<file path="config.mk">
export PLATFORM = sky130hd
export DESIGN_NAME = nf_run_ctrl
export DESIGN_NICKNAME = d
export VERILOG_FILES = /design/src/rtl/nf_ctrl_pkg.sv /design/src/rtl/nf_en_div.sv /design/src/rtl/nf_run_ctrl.sv
export SDC_FILE = /design/constraint.sdc
export NUM_CORES = 1
export LEC_CHECK = 0
export CORE_AREA = 2 2 105 107
export DETAILED_ROUTE_END_ITERATION = 8
export DIE_AREA = 0 0 107 109
export PLACE_DENSITY = 0.7
export SLEW_MARGIN = 40
export SYNTH_ARGS = -nofsm -noshare
export SYNTH_HDL_FRONTEND = slang
export SYNTH_SLANG_ARGS = --single-unit
export TNS_END_PERCENT = 5
</file>
<file path="constraint.sdc">
create_clock -name clk -period 4.8 [get_ports clk]
set_input_delay 0.96 -clock clk [delete_from_list [all_inputs] [get_ports clk]]
set_output_delay 0.96 -clock clk [all_outputs]
set_load 0.05 [all_outputs]
</file>
<file path="src/rtl/nf_ctrl_pkg.sv">
// Shared run-control definitions for nanoFOX: sequencer states and command
// encoding, where a higher command code always wins when pulses coincide.
package nf_ctrl_pkg;

    typedef enum logic [1:0] {
        HALT = 2'd0,
        RUN  = 2'd1,
        STEP = 2'd2
    } run_state_t;

    // Encoded value doubles as priority: halt > step > run > none.
    typedef enum logic [1:0] {
        CMD_NONE = 2'd0,
        CMD_RUN  = 2'd1,
        CMD_STEP = 2'd2,
        CMD_HALT = 2'd3
    } run_cmd_t;

    function automatic run_cmd_t cmd_decode(
        input logic halt_pulse,
        input logic step_pulse,
        input logic run_pulse
    );
        run_cmd_t cmd;
        cmd = CMD_NONE;
        if (halt_pulse) begin
            cmd = CMD_HALT;
        end else if (step_pulse) begin
            cmd = CMD_STEP;
        end else if (run_pulse) begin
            cmd = CMD_RUN;
        end
        return cmd;
    endfunction

endpackage

</file>
<file path="src/rtl/nf_en_div.sv">
// Programmable strobe divider: ticks once every div+1 enabled clocks.
// The count is forced to zero whenever disabled or explicitly cleared.
module nf_en_div #(
    parameter int DIV_W = 26
) (
    input  logic             clk,
    input  logic             resetn,
    input  logic             en,
    input  logic             clr,
    input  logic [DIV_W-1:0] div,
    output logic             tick
);

    logic [DIV_W-1:0] cnt_reg;
    logic [DIV_W-1:0] cnt_next;

    // >= rather than == so that lowering div below the running count
    // produces a tick straight away instead of waiting for a wrap.
    assign tick = en && (cnt_reg >= div);

    always_comb begin
        cnt_next = cnt_reg;
        if (clr || !en) begin
            cnt_next = '0;
        end else if (tick) begin
            cnt_next = '0;
        end else begin
            cnt_next = cnt_reg + 1'b1;
        end
    end

    always_ff @(posedge clk or negedge resetn) begin
        if (!resetn) begin
            cnt_reg <= '0;
        end else begin
            cnt_reg <= cnt_next;
        end
    end

endmodule

</file>
<file path="src/rtl/nf_run_ctrl.sv">
// Run-control sequencer for nf_cpu: issues cpu_en strobes and handles
// run / halt / single-step and PC breakpoint stops.
module nf_run_ctrl
    import nf_ctrl_pkg::*;
#(
    parameter int DIV_W     = 26,
    parameter int ADDR_W    = 32,
    parameter int CNT_W     = 32,
    parameter bit START_RUN = 1'b1
) (
    input  logic              clk,
    input  logic              resetn,
    input  logic [DIV_W-1:0]  div,
    input  logic              cmd_run,
    input  logic              cmd_halt,
    input  logic              cmd_step,
    input  logic              bp_en,
    input  logic [ADDR_W-1:0] bp_addr,
    input  logic [ADDR_W-1:0] instr_addr,
    output logic              cpu_en,
    output logic              halted,
    output logic              bp_hit,
    output logic              step_done,
    output logic [CNT_W-1:0]  cycle_counter
);

    localparam run_state_t RESET_STATE = START_RUN ? RUN : HALT;

    run_state_t       state_reg;
    run_state_t       state_next;
    logic             armed_reg;
    logic             skip_bp_reg;
    logic             skip_bp_next;
    logic             bp_hit_reg;
    logic             bp_hit_next;
    logic             step_done_reg;
    logic             step_done_next;
    logic [CNT_W-1:0] cycle_counter_reg;

    logic             div_en;
    logic             div_clr;
    logic             div_tick;
    logic             bp_match;
    logic             bp_stop;
    logic             strobe;
    run_cmd_t         cmd;

    // armed_reg holds the divider at zero until the first edge after reset,
    // so a START_RUN core counts its first period from that edge.
    assign div_en  = (state_reg != HALT) && armed_reg;
    assign div_clr = (state_next != state_reg);

    nf_en_div #(
        .DIV_W (DIV_W)
    ) u_en_div (
        .clk    (clk),
        .resetn (resetn),
        .en     (div_en),
        .clr    (div_clr),
        .div    (div),
        .tick   (div_tick)
    );

    assign bp_match = bp_en && (instr_addr == bp_addr) && !skip_bp_reg;
    assign bp_stop  = div_tick && (state_reg == RUN) && bp_match;
    assign strobe   = div_tick && !bp_stop;
    assign cmd      = cmd_decode(cmd_halt, cmd_step, cmd_run);

    always_comb begin
        state_next     = state_reg;
        skip_bp_next   = skip_bp_reg;
        bp_hit_next    = bp_stop;
        step_done_next = 1'b0;

        // An executed instruction re-arms breakpoint matching.
        if (strobe) begin
            skip_bp_next = 1'b0;
        end

        case (state_reg)
            HALT: begin
                if (cmd == CMD_STEP) begin
                    state_next   = STEP;
                    skip_bp_next = 1'b1;
                end else if (cmd == CMD_RUN) begin
                    state_next   = RUN;
                    skip_bp_next = 1'b1;
                end
            end
            RUN: begin
                if (cmd == CMD_HALT || bp_stop) begin
                    state_next = HALT;
                end
            end
            STEP: begin
                if (div_tick) begin
                    state_next     = HALT;
                    step_done_next = 1'b1;
                end else if (cmd == CMD_HALT) begin
                    state_next = HALT;
                end
            end
            default: begin
                state_next = HALT;
            end
        endcase
    end

    always_ff @(posedge clk or negedge resetn) begin
        if (!resetn) begin
            state_reg         <= RESET_STATE;
            armed_reg         <= 1'b0;
            skip_bp_reg       <= 1'b1;
            bp_hit_reg        <= 1'b0;
            step_done_reg     <= 1'b0;
            cycle_counter_reg <= '0;
        end else begin
            state_reg     <= state_next;
            armed_reg     <= 1'b1;
            skip_bp_reg   <= skip_bp_next;
            bp_hit_reg    <= bp_hit_next;
            step_done_reg <= step_done_next;
            if (strobe) begin
                cycle_counter_reg <= cycle_counter_reg + 1'b1;
            end
        end
    end

    assign cpu_en        = strobe;
    assign halted        = (state_reg == HALT);
    assign bp_hit        = bp_hit_reg;
    assign step_done     = step_done_reg;
    assign cycle_counter = cycle_counter_reg;

endmodule

</file>
* Yosys cells after proc, flatten, opt, wreduce, memory -nomap -nowiden
Cells that the tools add are included.
Word-level totals: register bits after elaboration 64, input bits 96, output and inout bits 36, logic and storage cells 48
Operators by class: add/subtract/negate cells 2, $lt $le $gt $ge 1, eq/ne operators 7, mux-type cells 17, reduce and logical (&&, ||, !) cells 14
Operator list (count):
- 26-bit 2-to-1 mux | 2
- 32-bit by 1-bit adder with 32-bit output (second input constant) | 1
- 32-bit == test | 1
- 26-bit by 1-bit adder with 26-bit output (second input constant) | 1
- 26-bit greater-or-equal comparator | 1
- 2-bit 2-to-1 mux | 7
- 1-bit logical AND | 7
- 1-bit 2-to-1 mux | 7
- 2-bit == test (second input constant) | 3
- 2-bit one-hot mux with 3 select lines | 1
- 2-bit by 1-bit == test with 1-bit output (second input constant) | 2
- 1-bit zero test | 3
- 2-bit zero test | 1
- 1-bit logical OR | 2
- 2-bit inequality test | 1
- 2-bit nonzero test | 1

* Logic depth before layout (Yosys ltp)
depth in word-level cells 11, mapped depth 10, mapped depth without buffers 9

* By module
From an unflattened synthesis, not the netlist that was laid out.
Unflattened totals: cells, all modules 457, area, all modules 4341.7 um^2
Modules (own cells, without submodules):
- nf_run_ctrl | instances 1, cells each 226, area an instance 2234.6 um^2, seq. area each 953.4 um^2
- nf_en_div | instances 1, cells each 231, area an instance 2107.0 um^2, seq. area each 650.6 um^2

* Least setup slack after synthesis
No wires, ideal clock.
kind input to output, from input bp_addr[28], to output cpu_en, arrival time 2891 ps, path slack 949 ps, cell stages on the path 7, cell sequence xor2_1 or4b_1 or4_4 nor4b_4 o21bai_4 buf_6 inv_1
Between the ends: longest elaborated chain between the ends 6
RTL lines:
- start, declared | RTL line nf_run_ctrl.sv:18 | input logic [ADDR_W-1:0] bp_addr,
- 32-bit == test | RTL line nf_run_ctrl.sv:64 | assign bp_match = bp_en && (instr_addr == bp_addr) && !skip_bp_reg;
- 1-bit logical AND (2 in series) | RTL line nf_run_ctrl.sv:64
- 1-bit logical AND | RTL line nf_run_ctrl.sv:65 | assign bp_stop = div_tick && (state_reg == RUN) && bp_match;
- 1-bit zero test | RTL line nf_run_ctrl.sv:66 | assign strobe = div_tick && !bp_stop;
- 1-bit logical AND | RTL line nf_run_ctrl.sv:66
- end, declared | RTL line nf_run_ctrl.sv:20 | output logic cpu_en,
No other way between the ends.

* Worst setup path after layout
Ends and elaborated chain as after synthesis.

==> results.sh <==
export IMPL_p_sw_share_pct=25.2
export IMPL_drt_wl_total_um=10400
export IMPL_min_path_type="reg2reg"
export IMPL_pre_cts_slack_ns=0.551
export IMPL_cts_buffers=9
export IMPL_critPathMaxFanout=3
export IMPL_ys_types=45
export IMPL_end_kind="primary output"
export IMPL_r2r_end="cycle_counter[31]$_DFFE_PN0P_"
export IMPL_start_util_pct=38.8
export IMPL_post_cts_resized=0
export IMPL_whs_path_depth=1
export IMPL_synth_edf_count=0
export IMPL_antenna_found_initial=0
export IMPL_power_density_mw_per_mm2=205
export IMPL_grtUsageTotal_pct=18.6
export IMPL_fmax_mhz=236
export IMPL_hold_buffers=0
export IMPL_async_reset_ff_share_pct=100
export IMPL_synth_compound_area_share_pct=4.59
export IMPL_cp_slowest_cell="or4b_1"
export IMPL_core_sq_mm=0.0106
export IMPL_drcViolationCount=0
export IMPL_cts_sinks=64
export IMPL_synth_top_cells_by_area="dfrtp_1 38%, xnor2_1 9.6%, xor2_1 9.2%, ha_1 8.5%, nand3_1 4.1%"
export IMPL_worst_endpoint_arrival_ns=3.28
export IMPL_gr_total_overflow=0
export IMPL_place_hpwl_um=7930
export IMPL_dieWidth_um=107
export IMPL_dieHeight_um=109
export IMPL_p_seq_share_pct=46.3
export IMPL_slew_viol_final=0
export IMPL_layout_drive_gt1_share_pct=5.15
export IMPL_avgSynthCellArea_sq_um=9.33
export IMPL_setup_violations=0
export IMPL_area_growth_pct=40.0
export IMPL_vias=3591
export IMPL_synth_fa_ha_area_share_pct=8.51
export IMPL_power_internal_w=0.000882
export IMPL_r2r_slack_ns=1.85
export IMPL_synth_nets=565
export IMPL_nFillCells=972
export IMPL_diodes=0
export IMPL_clk_pin_slew_ns=0.08
export IMPL_seq_area_frac_synth_pct=39.0
export IMPL_drv_cap=0
export IMPL_place_congestion=0.892
export IMPL_final_nets=701
export IMPL_tns_ns=0
export IMPL_post_cts_buffers=0
export IMPL_cp_start_kind="input pin"
export IMPL_yosys_area_share_simple_pct=23.7
export IMPL_synth_xor_area_share_pct=18.7
export IMPL_ys_ff_latch=64
export IMPL_syn_area_sq_mm=0.00412
export IMPL_fin_skew_ns=0.0111
export IMPL_rsz0062_at_grt="false"
export IMPL_clockRootBuffer="clkbuf_8"
export IMPL_worstHoldStart="cycle_counter[31]$_DFFE_PN0P_"
export IMPL_portBuffers=131
export IMPL_peakVddDrop_mv=0.105
export IMPL_clk_latency_ns=0.35
export IMPL_yosysWarnings=0
export IMPL_syn_inst=441
export IMPL_timing_rr_start="u_en_div.cnt_reg[17]$_DFF_PN0_"
export IMPL_p_clk_share_pct=39.6
export IMPL_largest_reg_flops=32
export IMPL_grt_pass1_wl_um=17300
export IMPL_vias_per_cell=4.97
export IMPL_first_global_vias=3637
export IMPL_whs_endpoint="cycle_counter[31]$_DFFE_PN0P_"
export IMPL_fin_ws_ns=0.564
export IMPL_period_minus_slack_ns=4.24
export IMPL_cts_max_path_buffers=2
export IMPL_htreeDepth=3
export IMPL_dieArea_sq_mm=0.0117
export IMPL_cts_tree="yes"
export IMPL_dr_pass1_iters=4
export IMPL_postRouteAntennaNets=0
export IMPL_ios=132
export IMPL_dp_cells=706
export IMPL_grt_max_degree=65
export IMPL_muxShareOfSynthArea_pct=0.517
export IMPL_instances_no_fill=722
export IMPL_synth_top_family_by_area="simple AND/OR/NAND/NOR gates"
export IMPL_power_frac_comb_pct=14.2
export IMPL_synth_flop_cell="dfrtp_1"
export IMPL_maxSlewHeadroom_pct=48.4
export IMPL_p_sw_w=0.000297
export IMPL_worstMarginPinSlew_ns=0.771
export IMPL_yosysTopAreaCellShare_pct=37.7
export IMPL_path_cells="clkdlybuf4s50_1 > xor2_1 > or4b_1 > or4_4 > nor4b_4 > o21bai_4 > inv_1 > buf_4"
export IMPL_status="complete, no violations"
export IMPL_power_w=0.00118
export IMPL_synth_top_area_cell="dfrtp_1"
export IMPL_wire_per_inst_um=14.4
export IMPL_max_stage_delay_ns=0.53
export IMPL_criticalPathCategory="in2out"
export IMPL_rows=38
export IMPL_detail_route_iter0_violations=90
export IMPL_hold_viol=0
export IMPL_fin_crit_sh_pct=88.2
export IMPL_required_ns=3.84
export IMPL_power_leakage_nw=2.54
export IMPL_worst_r2r_cell_count=9
[power by group through the flow]
stage	combinational [W]	clock, W	sequential (W)
3_3_place_gp	0.000164	0	0.000556
5_1_grt	0.000183	0.000505	0.000546
6_report	0.000167	0.000466	0.000546
2_1_floorplan	0.0000623	0	0.000553
3_5_place_dp	0.000168	0	0.000556
4_1_cts	0.000169	0.000477	0.000546
[layer usage]
metal | routed length (um) | global-route usage, % | vias up
li1 | - | - | 1788
met1 | 4750 | 23.8 | 1686
met2 | 4960 | 31.7 | 102
met3 | 571 | 4.18 | 15
met4 | 122 | 5.47 | 0
met5 | 0 | 0 | -
[layout make-up]
cell class	instances	area [sq um]	area share [%]
Tap cell	140	175	3.04
Sequential cell	64	1600	27.8
Clock buffer	9	124	2.15
Multi-Input combinational cell	330	2310	40.1
Timing Repair Buffer	135	1340	23.2
Inverter	37	139	2.41
Clock inverter	7	72.6	1.26
[critical path: cells and delay by family]
family	cells	cell delay [ns]
AOI/OAI and AO/OA	1	0.18
xor gates and xnor gates	1	0.18
and+or+nand+nor	3	1.29
buffers and inverters	3	0.65
[layout by cell type, fill, tap and decap left out, types with 2 or more instances in the layout]
cell type,synthesis,final
dfrtp_1,62,62
nor3b_1,2,2
nor2_1,43,43
nor3_1,11,11
and2_1,2,2
nor4_1,16,16
nand3b_1,2,2
dfstp_2,2,2
nor4bb_1,2,2
nand4_1,17,17
clkbuf_8,0,9
clkinvlp_4,0,2
clkdlybuf4s50_1,0,129
nand3_1,34,34
nand2b_1,2,2
clkinv_4,0,2
and4_1,2,2
nand2_1,31,31
a21oi_1,9,9
buf_4,1,4
o21ai_0,8,8
xnor2_1,45,45
nand4b_1,2,2
and3_1,12,12
inv_1,37,37
a211oi_1,2,2
ha_1,28,28
xor2_1,43,43
clkinv_2,0,2
[kinds of logic (layout without fill, tap and decap cells)]
family	count (synthesis)	in the layout
AO/OA/AOI/OAI	26	26
XOR/XNOR	88	88
adder cells (fa/ha/maj)	28	28
buffers and inverters	47	188
flip-flops	64	64
multiplexers	2	2
other	1	1
AND/OR/NAND/NOR	185	185
[cell usage after synthesis (2+ instances only)]
cell type and number:
a211oi_1 2, a21oi_1 9, and2_1 2, and3_1 12
and4_1 2, buf_6 2, clkbuf_1 5, dfrtp_1 62
dfstp_2 2, ha_1 28, inv_1 37, nand2_1 31
nand2b_1 2, nand3_1 34, nand3b_1 2, nand4_1 17
nand4b_1 2, nor2_1 43, nor3_1 11, nor3b_1 2
nor4_1 16, nor4bb_1 2, o21ai_0 8, xnor2_1 45
xor2_1 43
[per-stage QoR]
step,util (%),area [sq um],hold WS [ns]
after floorplan,-,4120,0.458
after global placement,52.5,5560,0.471
after detailed placement,52.5,5560,0.471
after CTS,54.3,5760,0.492
after global routing,54.4,5760,0.518
final,54.4,5760,0.493
[how the worst max path moves through the flow]
| stage | startpoint | endpoint | slack [ns] |
|---|---|---|---|
| floorplan | bp_addr[28] | cpu_en | 0.95 |
| global placement | bp_addr[28] | cpu_en | 0.57 |
| detailed placement | bp_addr[28] | cpu_en | 0.55 |
| CTS | bp_addr[28] | cpu_en | 0.54 |
| global route | div[17] | cpu_en | 0.39 |
| finish | bp_addr[28] | cpu_en | 0.56 |
Note: power is estimated with default switching activity, not from simulation.
